## src/rtl/store_buffer.sv

```systemverilog
// Posted-write store buffer between the core data port and single-port dmem.
// Optional store-to-load forwarding is enabled by defining STORE_BUFFER_FWD_EN.
module store_buffer #(
  parameter int unsigned DEPTH = 4,
  parameter int unsigned AW    = 32,
  parameter int unsigned DW    = 32
) (
  input  logic          clk,
  input  logic          reset,
  input  logic          cpu_we,
  input  logic          cpu_re,
  input  logic [AW-1:0] cpu_addr,
  input  logic [DW-1:0] cpu_wdata,
  output logic [DW-1:0] cpu_rdata,
  output logic          cpu_stall,
  output logic          mem_we,
  output logic [AW-1:0] mem_addr,
  output logic [DW-1:0] mem_wdata,
  input  logic [DW-1:0] mem_rdata,
  output logic          sb_empty
);

  localparam int unsigned PW = $clog2(DEPTH);
  localparam int unsigned CW = PW + 1;

  logic [AW-1:0] addr_q [DEPTH];
  logic [DW-1:0] data_q [DEPTH];
  logic [PW-1:0] head;
  logic [PW-1:0] tail;
  logic [CW-1:0] count;

  logic          full;
  logic          hit;
  logic          load_stall;
  logic          load_go;
  logic          drain;
  logic          store_stall;
  logic          accept;
`ifdef STORE_BUFFER_FWD_EN
  logic [DW-1:0] hit_data;
`endif

  // Walk entries oldest to youngest so the youngest word match wins.
  always_comb begin
    hit = 1'b0;
`ifdef STORE_BUFFER_FWD_EN
    hit_data = '0;
`endif
    for (int unsigned k = 0; k < DEPTH; k++) begin
      if ((CW'(k) < count) &&
          (addr_q[head + PW'(k)][AW-1:2] == cpu_addr[AW-1:2])) begin
        hit = 1'b1;
`ifdef STORE_BUFFER_FWD_EN
        hit_data = data_q[head + PW'(k)];
`endif
      end
    end
  end

  // Port arbitration: a load owns dmem unless it must yield to let matching stores drain.
  always_comb begin
    full = (count == CW'(DEPTH));
`ifdef STORE_BUFFER_FWD_EN
    load_stall = 1'b0;
`else
    load_stall = cpu_re && hit;
`endif
    load_go     = cpu_re && !load_stall;
    drain       = !reset && (count != '0) && !load_go;
    store_stall = cpu_we && full && !drain;
    cpu_stall   = !reset && (load_stall || store_stall);
    accept      = !reset && cpu_we && !cpu_stall;
    sb_empty    = reset || (count == '0);
    mem_we      = drain;
    mem_addr    = load_go ? cpu_addr : addr_q[head];
    mem_wdata   = data_q[head];
`ifdef STORE_BUFFER_FWD_EN
    cpu_rdata   = hit ? hit_data : mem_rdata;
`else
    cpu_rdata   = mem_rdata;
`endif
  end

  // Pointers and occupancy; reset discards any pending entries.
  always_ff @(posedge clk) begin
    if (reset) begin
      head  <= '0;
      tail  <= '0;
      count <= '0;
    end else begin
      if (accept) tail <= tail + PW'(1);
      if (drain)  head <= head + PW'(1);
      case ({accept, drain})
        2'b10:   count <= count + CW'(1);
        2'b01:   count <= count - CW'(1);
        default: count <= count;
      endcase
    end
  end

  // Entry storage needs no reset; validity is implied by head/count.
  always_ff @(posedge clk) begin
    if (accept) begin
      addr_q[tail] <= cpu_addr;
      data_q[tail] <= cpu_wdata;
    end
  end

endmodule

```

## config.mk

```make
export PLATFORM = sky130hd
export DESIGN_NAME = store_buffer
export DESIGN_NICKNAME = d
export VERILOG_FILES = /design/src/rtl/store_buffer.sv
export SDC_FILE = /design/constraint.sdc
export NUM_CORES = 1
export LEC_CHECK = 0
export BUFFER_PORTS_ARGS = -buffer_cell sky130_fd_sc_hd__buf_2
export CORE_AREA = 2 2 174 176
export DETAILED_ROUTE_END_ITERATION = 10
export DIE_AREA = 0 0 176 178
export GPL_TIMING_DRIVEN = 0
export PLACE_DENSITY = 0.7
export SETUP_SLACK_MARGIN = 0.5
export SYNTH_ARGS = -nofsm -noshare
export SYNTH_HDL_FRONTEND = slang
export SYNTH_SLANG_ARGS = --single-unit
```

## constraint.sdc

```tcl
create_clock -name clk -period 5.85 [get_ports clk]
set_input_delay 0.2925 -clock clk [delete_from_list [all_inputs] [get_ports clk]]
set_output_delay 0.2925 -clock clk [all_outputs]
set_load 0.05 [all_outputs]
```

==> results.cfg, run 1 <==
[synth]
ys_ff_latch = 265
netlist_area_um2 = 14600
synth_cells = 950
ys_warn_count = 0
ys.flop_type = edfxtp_1
syn_nets = 1059
synth.avg_cell_area_um2 = 15.4
synth_cell_types = 66
synth_edf_count = 256
async_flop_share_pct = 0
yosysSeqAreaShare_pct = 53.8

[grt]
globalRouteTotalUtil_pct = 27.6
use_met1_pct = 36.9
grtUsageMet2_pct = 45.2
grt_pass1_vias = 9908
grt_busiest_layer = met2
gr-total-overflow = 0
grt_pass1_wl_mm = 63.3
grt_start_max_net_pins = 54
grtUsageMet3_pct = 5.71
antenna_found_initial = 0

[floorplanning]
die_y_um = 178
core_area_um2 = 29400
dieArea_um2 = 31300
fp-row-count = 63
start_util_pct = 49.7
die_x_um = 176
io_pins = 199

[sta]
rsz0062_at_grt = false
hold_slack_ns = 0.0242
setup_viol = 0
fin_crit_sh_pct = 86.6
slew_viol_final = 0
slew_headroom_pct = 32.2
finalHoldViolCount = 0
skew_ns = 0.0235
worst_pin_slew_ns = 0.991
period_needed_ns = 5.07
max_clock_freq_mhz = 197

[power_and_ir_drop]
p_total_mw = 5.87
p_leak_nw = 6.03
ir_drop_mv = 0.317
pwr_density_cell_nw_per_um2 = 334

[routing]
first_pass_iters = 9
wl_per_cell_um = 26.5
vias = 9880
via_per_inst = 6.09
drtAntennaViolNets = 0
post-route-drc-count = 0
drt-total-wl_mm = 43.0
first_iter_violations = 744

[worst_setup_path]
slowest_delay_ns = 0.59
path_cells = buf_4 > buf_2 > mux4_2 > xnor2_1 > nand4_1 > nor4_1 > and4_1 > nor4_4 > buf_2 > o21ai_0 > buf_2
crit_cells = 11
r2r_cells = 13
worst_path_most_repeated_cell = buf_2
ff2ff_setup_slack_ns = 1.27
cp.arrival_ns = 4.78
cp-end-kind = output pin
crit_path_max_fanout = 10
cp.buffers_inverters = 4
cp.required_ns = 5.56
crit_slowest_cell = mux4_2
crit_path_start_kind = flop
path_class = flop to output pin
critPathTopFamily = buffers and inverters

[worst_hold_path]
hold_class = input pin to flop
hold_depth = 1

[finish]
fin_nets = 1320
final_cell_mix = edfxtp_1, buf_2, mux4_2
drive_above_1_share_pct = 34.6
regArea_um2 = 7870
fillers = 2276
postLayoutCoreUtil_pct = 59.8
final_common_cell = edfxtp_1
syn_to_final_growth_pct = 20.4
final_area_um2 = 17600
insertedDiodeCount = 0
multiInputGateArea_um2 = 6010

[job]
maxCapViolations = 0

[placed_design]
placed_area_um2 = 16000
hpwl_mm = 29.3
io_buffers = 165
place.gp.congestion = 0.986

[clock_tree]
post_cts_buffers = 0
clkLatencyLatePin_ns = 0.59
cts_sinks = 265
clk_pin_slew_ns = 0.07
ctsHtreeMaxLevel = 1
tritoncts = done
clockBufferDepth = 3
cts_root_buffer = clkbuf_16
cts_buffers = 29

[outcome]
status = finished clean
cell type report:
cell class | instances | share of cell area [%]
Buffer | 106 | 3.87
Clock buffer | 31 | 4.17
Clock inverter | 22 | 1.12
Inverter | 17 | 0.363
Multi-Input combinational cell | 562 | 34.2
Sequential cell | 265 | 44.7
Tap cell | 390 | 2.77
Timing Repair Buffer | 230 | 8.79
what timing repair did:
action | CTS | global route
hold buffers | 61 | 0
gates resized for setup | 0 | 2
setup endpoints to repair | 0 | 4
endpoints found under the hold margin | 244 | 0
per-layer routing:
metal | vias to the layer above | share of wire (%)
li1 | 4278 | -
met1 | 5013 | 40
met2 | 499 | 48
met3 | 90 | 8.4
met4 | 0 | 3.6
met5 | - | 0
worst reg2reg max path: stages (launching register included):
cell and delay (ns):
dfxtp_1 0.30, buf_4 0.26, buf_2 0.45, mux4_2 0.59
xnor2_1 0.42, nand4_1 0.19, nor4_1 0.53, and4_1 0.40
nor3_2 0.12, a32o_1 0.35, inv_1 0.08, ha_1 0.28
or3_1 0.39, a21oi_1 0.14
registers in the layout (all words and copies together), names as in the netlist, named ones only:
name,flops
data_q,128
head,2
tail,2
count,3
addr_q,128
cells by family after synthesis:
| kind of cell | Yosys count | synth area share (%) |
|---|---|---|
| muxes | 218 | 24.4 |
| and+or+nand+nor | 125 | 4.56 |
| xor gates and xnor gates | 101 | 6.05 |
| DFF | 265 | 53.8 |
| adders and majority gates | 9 | 0.771 |
| buffers and inverters | 123 | 5.09 |
| AOI/OAI and AO/OA | 109 | 5.33 |
synth_stat cells, types with 2 or more instances:
| cell | instances | share of area [%] |
|---|---|---|
| edfxtp_1 | 256 | 53 |
| mux4_2 | 100 | 15 |
| mux2i_1 | 81 | 5.5 |
| xnor2_1 | 70 | 4.2 |
| buf_4 | 40 | 2.1 |
| nor2_1 | 31 | 0.80 |
| xor2_1 | 31 | 1.9 |
| clkbuf_1 | 25 | 0.64 |
| mux2_4 | 21 | 2.2 |
| nand2_1 | 21 | 0.54 |
| o21ai_0 | 18 | 0.62 |
| a21oi_1 | 16 | 0.55 |
| buf_1 | 16 | 0.41 |
| inv_1 | 16 | 0.41 |
| mux2_2 | 14 | 1.1 |
| nand4_1 | 14 | 0.60 |
| buf_6 | 12 | 0.92 |
| nor3_1 | 12 | 0.41 |
| buf_2 | 11 | 0.38 |
| a211oi_1 | 10 | 0.51 |
| a31oi_1 | 9 | 0.39 |
| dfxtp_1 | 9 | 1.2 |
| ha_1 | 9 | 0.77 |
| nor4_1 | 9 | 0.39 |
| o22ai_1 | 9 | 0.39 |
| nand3_1 | 8 | 0.27 |
| o2111ai_1 | 7 | 0.42 |
| and2_1 | 6 | 0.26 |
| o21ai_1 | 6 | 0.21 |
| a2111oi_0 | 5 | 0.30 |
| a221oi_1 | 5 | 0.30 |
| a222oi_1 | 3 | 0.21 |
| nand2b_1 | 3 | 0.13 |
| nor2b_1 | 3 | 0.13 |
| nor3b_1 | 3 | 0.15 |
| o2bb2ai_1 | 3 | 0.18 |
| or4_1 | 3 | 0.15 |
| a22oi_1 | 2 | 0.10 |
| a32o_1 | 2 | 0.14 |
| and4_1 | 2 | 0.12 |
| mux2_1 | 2 | 0.15 |
| nand3b_1 | 2 | 0.10 |
| or3_1 | 2 | 0.086 |
per-stage QoR:
stage	cells	setup TNS [ns]	setup slack, ns
after CTS	1623	0	0.723
after global routing	1623	0	0.682
after floorplan	950	0	1.54
after detailed placement	1509	0	1.22
after global placement	1505	-166.87	-0.685
final	1623	0	0.782
power breakdown:
group,switching (mW),total [mW],internal (mW)
sequential,0.0552,2.26,2.21
combinational,1.11,1.78,0.672
clock,0.784,1.82,1.04
final timing paths:
kind,to,from
setup / recovery,mem_addr[30],flop
hold / removal,addr_q[1][15],cpu_addr[15]
setup reg to reg,count[2],flop
hold reg to reg,count[1],count[1]
(Power assumes the default switching activity.)
==> run 2: changes to the inputs <==
--- a/config.mk
+++ b/config.mk
@@ -5,12 +5,12 @@
 export SDC_FILE = /design/constraint.sdc
 export NUM_CORES = 1
 export LEC_CHECK = 0
+export ABC_AREA = 1
 export BUFFER_PORTS_ARGS = -buffer_cell sky130_fd_sc_hd__buf_2
-export CORE_AREA = 2 2 174 176
+export CORE_AREA = 2 2 232 234
 export DETAILED_ROUTE_END_ITERATION = 10
-export DIE_AREA = 0 0 176 178
+export DIE_AREA = 0 0 234 236
 export GPL_TIMING_DRIVEN = 0
-export PLACE_DENSITY = 0.7
 export SETUP_SLACK_MARGIN = 0.5
 export SYNTH_ARGS = -nofsm -noshare
 export SYNTH_HDL_FRONTEND = slang
==> run 2 against run 1 <==
  * Non-clock buffer count rose by 21
  * Fmax down 2.4%
  * Largest power group is now combinational logic
  * Worst setup slack got worse by 0.13 ns
  * Largest cell class unchanged
  * Highest routed layer is now met5
  * Final area grew 9.0%
==> results.cfg, run 2 <==
[synth]
synth_edf_count = 256
synth_cell_types = 27
ys_ff_latch = 265
synthTopCellsByArea = edfxtp_1, nand2_1, nand3_1
ys.flop_type = edfxtp_1
ys_warn_count = 0
syn_nets = 2214
yosysTopAreaCell = edfxtp_1
netlist_area_um2 = 15700
yosys-mux-area-fraction_pct = 0
synth-compound-area-share_pct = 5.91
yosys-top-cells-count = nand2_1, edfxtp_1, nand3_1
yosysSeqAreaShare_pct = 50.2
yosys.area.top_type_share_pct = 49.1
yosysMostFrequentCell = nand2_1
async_flop_share_pct = 0
synth_top_family_by_area = simple AND/OR/NAND/NOR gates
yosys.area_share.simple_pct = 35.9
synth_cells = 2105
synth-xor-area-share_pct = 0.168
synth.avg_cell_area_um2 = 7.44
synthAdderAreaFrac_pct = 0.719

[finish]
largest_registers = addr_q x128, data_q x128, count x3
postLayoutCoreUtil_pct = 36.1
syn_to_final_growth_pct = 22.3
final_common_cell = nand2_1
final_cell_mix = nand2_1, edfxtp_1, buf_2
instances_no_fill = 3087
fin_nets = 2475
drive_above_1_share_pct = 13.9
insertedDiodeCount = 0
fillers = 5465

[grt]
antenna_found_initial = 4
gr-total-overflow = 0
grt_pass1_wl_mm = 96.9
grt_pass1_vias = 14900
globalRouteTotalUtil_pct = 24.0
grt_start_max_net_pins = 26

[routing]
drt-total-wl_mm = 67.6
met1_length_mm = 26.5
drtAntennaViolNets = 0
top_layer = met5
met3RoutedLength_mm = 7.14
first_pass_iters = 10
via_per_inst = 5.19
wl_per_cell_um = 21.9
first_iter_violations = 2069
vias = 16000
post-route-drc-count = 0
wl_met2_mm = 30.1

[sta]
fin_ws_ns = 0.657
max_clock_freq_mhz = 193
finalHoldViolCount = 0
slew_viol_final = 0
fin_crit_sh_pct = 88.8
rsz0062_at_grt = false
setup_viol = 0
slew_headroom_pct = 17.8
hold_slack_ns = 0.0357
skew_ns = 0.0503
worst_pin_slew_ns = 1.23
period_needed_ns = 5.19

[worst_setup_path]
cp.buffers_inverters = 5
worst_path_most_repeated_cell = nor2_1
cp.arrival_ns = 4.90
crit_slowest_cell = buf_1
cp.required_ns = 5.56
slowest_delay_ns = 0.95
path_class = flop to output pin
path_cells = inv_2 > buf_1 > nand3_1 > nand3_1 > o21ai_0 > nor2_1 > nand2_1 > nor2_1 > nand2_1 > nor2_1 > nor2_1 > nand3_2 > inv_2 > clkbuf_2 > o21ai_1 > buf_2
cp-end-kind = output pin
crit_path_max_fanout = 10
ff2ff_setup_slack_ns = 0.68
critPathTopFamily = buffers and inverters
crit_path_start_kind = flop

[power_and_ir_drop]
p_leak_nw = 8.75
p_total_mw = 6.52
pwr_density_cell_nw_per_um2 = 340
ir_drop_mv = 0.265

[clock_tree]
tritoncts = done
cts_root_buffer = clkbuf_16
clockBufferDepth = 3
cts_resized = 0
clk_pin_slew_ns = 0.07
cts_sinks = 265
cts_buffers = 31
ctsHtreeMaxLevel = 1
postCtsHoldBufs = 52
clkLatencyLatePin_ns = 0.62
post_cts_buffers = 0

[floorplanning]
core_area_um2 = 53100
die_y_um = 236
die_x_um = 234
dieArea_um2 = 55200
start_util_pct = 29.5
fp-row-count = 85
io_pins = 199

[placed_design]
io_buffers = 166
dp_cells = 2977
hpwl_mm = 46.9
place.gp.congestion = 1.00
pre_cts_ws_ns = 0.878

[job]
maxCapViolations = 0

[worst_hold_path]
hold_class = input pin to flop

[outcome]
status = finished clean
==> run 2: cell count changes after synthesis, moves of 34 or more <==
cell,before,now
o21ai_0,18,110
nor2_1,31,169
buf_2,11,45
mux2i_1,81,0
nand2_1,21,1062
xnor2_1,70,0
inv_1,16,93
nand3_1,8,186
mux4_2,100,0
==> run 2: final cells by class <==
type | count | area (µm²) | area share [%]
flip-flops and latches | 265 | 7870 | 41.1
multi-input cells | 1614 | 6720 | 35.1
inverters | 97 | 364 | 1.90
clock buffers | 39 | 858 | 4.48
well taps | 696 | 871 | 4.54
plain buffers | 129 | 742 | 3.87
repair buffers | 228 | 1560 | 8.13
clock inverters | 19 | 180 | 0.940
==> run 2: worst register-to-register path, cell delays in order, from the launching register on <==
cell and delay [ns]:
dfxtp_1 0.32, inv_2 0.25, buf_1 0.95, nand3_1 0.22, nand3_1 0.20, o21ai_0 0.10, nor2_1 0.22, nand2_1 0.08
nor2_1 0.21, nand2_1 0.09, nor2_1 0.11, nor2_1 0.08, nand3_2 0.23, nand2_2 0.16, nand2_4 0.11, nand3_4 0.16
nor2_4 0.74, buf_12 0.30, buf_12 0.25
==> run 2: where the power goes <==
part	switching, mW	internal (mW)	leakage, nW
logic	1.80	0.576	5.86
registers	0.0276	2.14	2.40
clock network	0.842	1.14	0.500
==> run 2: path summary, 6_finish.rpt <==
| check | startpoint | to | cells past startpoint |
|---|---|---|---|
| worst max-delay path | flop | mem_addr[16] | 16 |
| worst min-delay path | cpu_addr[23] | addr_q[1][23] | 1 |
| worst max register to register | flop | data_q[3][31] | 18 |
| worst min register to register | tail[1] | tail[1] | 2 |
==> run 2: metal layers <==
layer,GRT usage (%),vias up
li1,-,7338
met1,30.9,7458
met2,38.2,996
met3,5.15,221
met4,11.4,8
met5,0,-
==> run 2: kinds of logic after synthesis <==
kind of cell             after synthesis
AND/OR/NAND/NOR                     1426
AO/OA/AOI/OAI                        176
XOR/XNOR                               3
buffers and inverters                226
flip-flops                           265
adder cells (fa/ha/maj)                9
==> run 2: metrics by stage <==
| stage | instance area, µm² | TNS (ns) |
|---|---|---|
| after floorplan | 15700 | 0 |
| after global placement | 17400 | -911.33 |
| after detailed placement | 17600 | 0 |
| after CTS | 19200 | 0 |
| after global routing | 19200 | 0 |
| final | 19200 | 0 |
==> run 3: changes to the inputs <==
--- a/config.mk
+++ b/config.mk
@@ -11,6 +11,7 @@
 export DETAILED_ROUTE_END_ITERATION = 10
 export DIE_AREA = 0 0 234 236
 export GPL_TIMING_DRIVEN = 0
+export REMOVE_ABC_BUFFERS = 1
 export SETUP_SLACK_MARGIN = 0.5
 export SYNTH_ARGS = -nofsm -noshare
 export SYNTH_HDL_FRONTEND = slang
==> run 3 against run 2 <==
  * Worst hold slack got worse by 0.0024 ns
  * Sequential power about the same
  * Non-clock buffer count decreased by 161
  * Final area decreased by 3.8%
  * Combinational power decreased by 18%
  * Worst setup slack improved by 0.10 ns
  * Clock skew decreased by 0.022 ns
  * Flip-flop and latch count unchanged
  * Sequential share of layout area increased by 1.7 points
  * Clock-buffer cell count decreased by 4
  * Critical path type unchanged
  * Critical endpoint is now mem_addr[21]
==> results.cfg, run 3 (synthesis results as in run 2) <==
[routing]
first_pass_iters = 6
post-route-drc-count = 0
first_iter_violations = 1193
wl_per_cell_um = 17.5
via_per_inst = 4.92
drtAntennaViolNets = 0
vias = 14400
drt-total-wl_mm = 51.1

[grt]
antenna_found_initial = 6
grt_pass1_vias = 13600
grt_start_max_net_pins = 73
gr-total-overflow = 0
globalRouteTotalUtil_pct = 18.1
grt_pass1_wl_mm = 77.2

[sta]
worst_pin_slew_ns = 1.06
max_clock_freq_mhz = 196
rsz0062_at_grt = true
slew_viol_final = 0
slew_headroom_pct = 29.3
hold_slack_ns = 0.0333
skew_ns = 0.0287
fin_ws_ns = 0.758
finalHoldViolCount = 0
setup_viol = 0
fin_crit_sh_pct = 87.0
period_needed_ns = 5.09

[floorplanning]
fp-row-count = 85
dieArea_um2 = 55200
io_pins = 199
die_y_um = 236
start_util_pct = 29.5
die_x_um = 234
core_area_um2 = 53100

[finish]
final_area_um2 = 18400
largest_registers = addr_q x128, data_q x128, count x3
regArea_um2 = 7880
instances_no_fill = 2925
fillers = 5437
final_cell_mix = nand2_1, edfxtp_1, nand3_1
syn_to_final_growth_pct = 17.7
multiInputGateArea_um2 = 6740
final_common_cell = nand2_1
drive_above_1_share_pct = 10.1
fin_nets = 2313

[worst_setup_path]
crit_path_start_kind = flop
cp.arrival_ns = 4.80
cp-end-kind = output pin
path_class = flop to output pin
crit_path_max_fanout = 72
cp.required_ns = 5.56

[placed_design]
hpwl_mm = 33.1
dp_cells = 2826
placed_area_um2 = 17000
place.gp.congestion = 0.847
io_buffers = 134
pre_cts_ws_ns = -0.0325

[clock_tree]
tritoncts = done
cts_root_buffer = clkbuf_16
clk_pin_slew_ns = 0.06
cts_buffers = 29
clkLatencyLatePin_ns = 0.58
ctsHtreeMaxLevel = 1
cts_sinks = 265
clockBufferDepth = 3

[power_and_ir_drop]
p_sw_share_pct = 37.1
p_leak_nw = 8.22
combinationalPowerShare_pct = 32.0
clkPwrFrac_pct = 31.5
seq_power_share_pct = 36.4
p_int_mw = 3.80
pwr_density_cell_nw_per_um2 = 328
ir_drop_mv = 0.260
p_total_mw = 6.05
switching_power_mw = 2.25

[worst_hold_path]
hold_class = input pin to flop

[job]
maxCapViolations = 0

[outcome]
status = finished clean
run 3: cell count changes in the layout (fill, tap and decap cells not counted), moves of 5 or more:
cell / change
buf_16: +7
buf_12: +5
buf_2: -77
buf_4: -43
dlygate4sd3_1: -14
clkbuf_1: -28
run 3: critical path, stage by stage, from the launching register on:
cell	delay (ns)
dfxtp_4	0.44
buf_16	0.24
buf_16	0.22
inv_8	0.35
buf_16	0.32
nand2_1	0.08
nand3_1	0.11
nand2_1	0.09
nand2_1	0.06
nand2_1	0.11
nor2_1	0.11
nand2_1	0.08
nor2_1	0.21
nand2_1	0.10
nor2_1	0.10
nor2_1	0.07
nand3_2	0.28
clkinv_8	0.30
o21ai_1	0.41
buf_2	0.34
run 3: cell type report:
class,instances,share of cell area [%]
diodes,2,0.0271
clock inverters,19,1.27
well taps,696,4.72
flip-flops and latches,265,42.7
clock buffers,35,4.06
multi-input cells,1615,36.6
repair buffers,196,8.49
inverters,97,2.14
run 3: path summary, 6_finish.rpt:
| kind | start | end | slack (ns) | depth (start not counted) |
|---|---|---|---|---|
| max | flop | mem_addr[21] | 0.76 | 19 |
| min | cpu_addr[23] | addr_q[3][23] | 0.03 | 1 |
| max reg2reg | flop | addr_q[3][8] | 0.90 | 20 |
| min reg2reg | tail[1] | tail[1] | 0.52 | 2 |
run 3: stage by stage:
stage	utilization (%)	TNS, ns
CTS	34.7	0
global route	34.7	0
global placement	31.0	-3527.20
finish	34.8	0
floorplan	-	-1084.40
detailed placement	32.0	-0.635
run 3: power by group through the flow:
stage	registers [mW]	logic (mW)	clock network, mW
global placement	2.34	1.77	0
global route	2.21	2.15	2.03
detailed placement	2.26	1.87	0
finish	2.20	1.94	1.91
CTS	2.21	1.92	1.95
floorplan	2.27	1.25	0
run 3: per-layer routing:
metal  GRT usage, %  vias up  wire length (µm)
li1               -     7015                 -
met1           22.6     6678             20900
met2           29.3      553             23600
met3           3.88      129              4010
met4           8.88        6              2580
met5              0        -                35
run 3: timing repair:
action | 4_1_cts | 5_1_grt
hold buffers | 38 | 0
resized for setup | 5 | 6
setup endpoints to repair | 157 | 84
cloned | 1 | 0
pin swaps | 2 | 0
buffers inserted | 3 | 1
hold endpoints to repair | 146 | 0
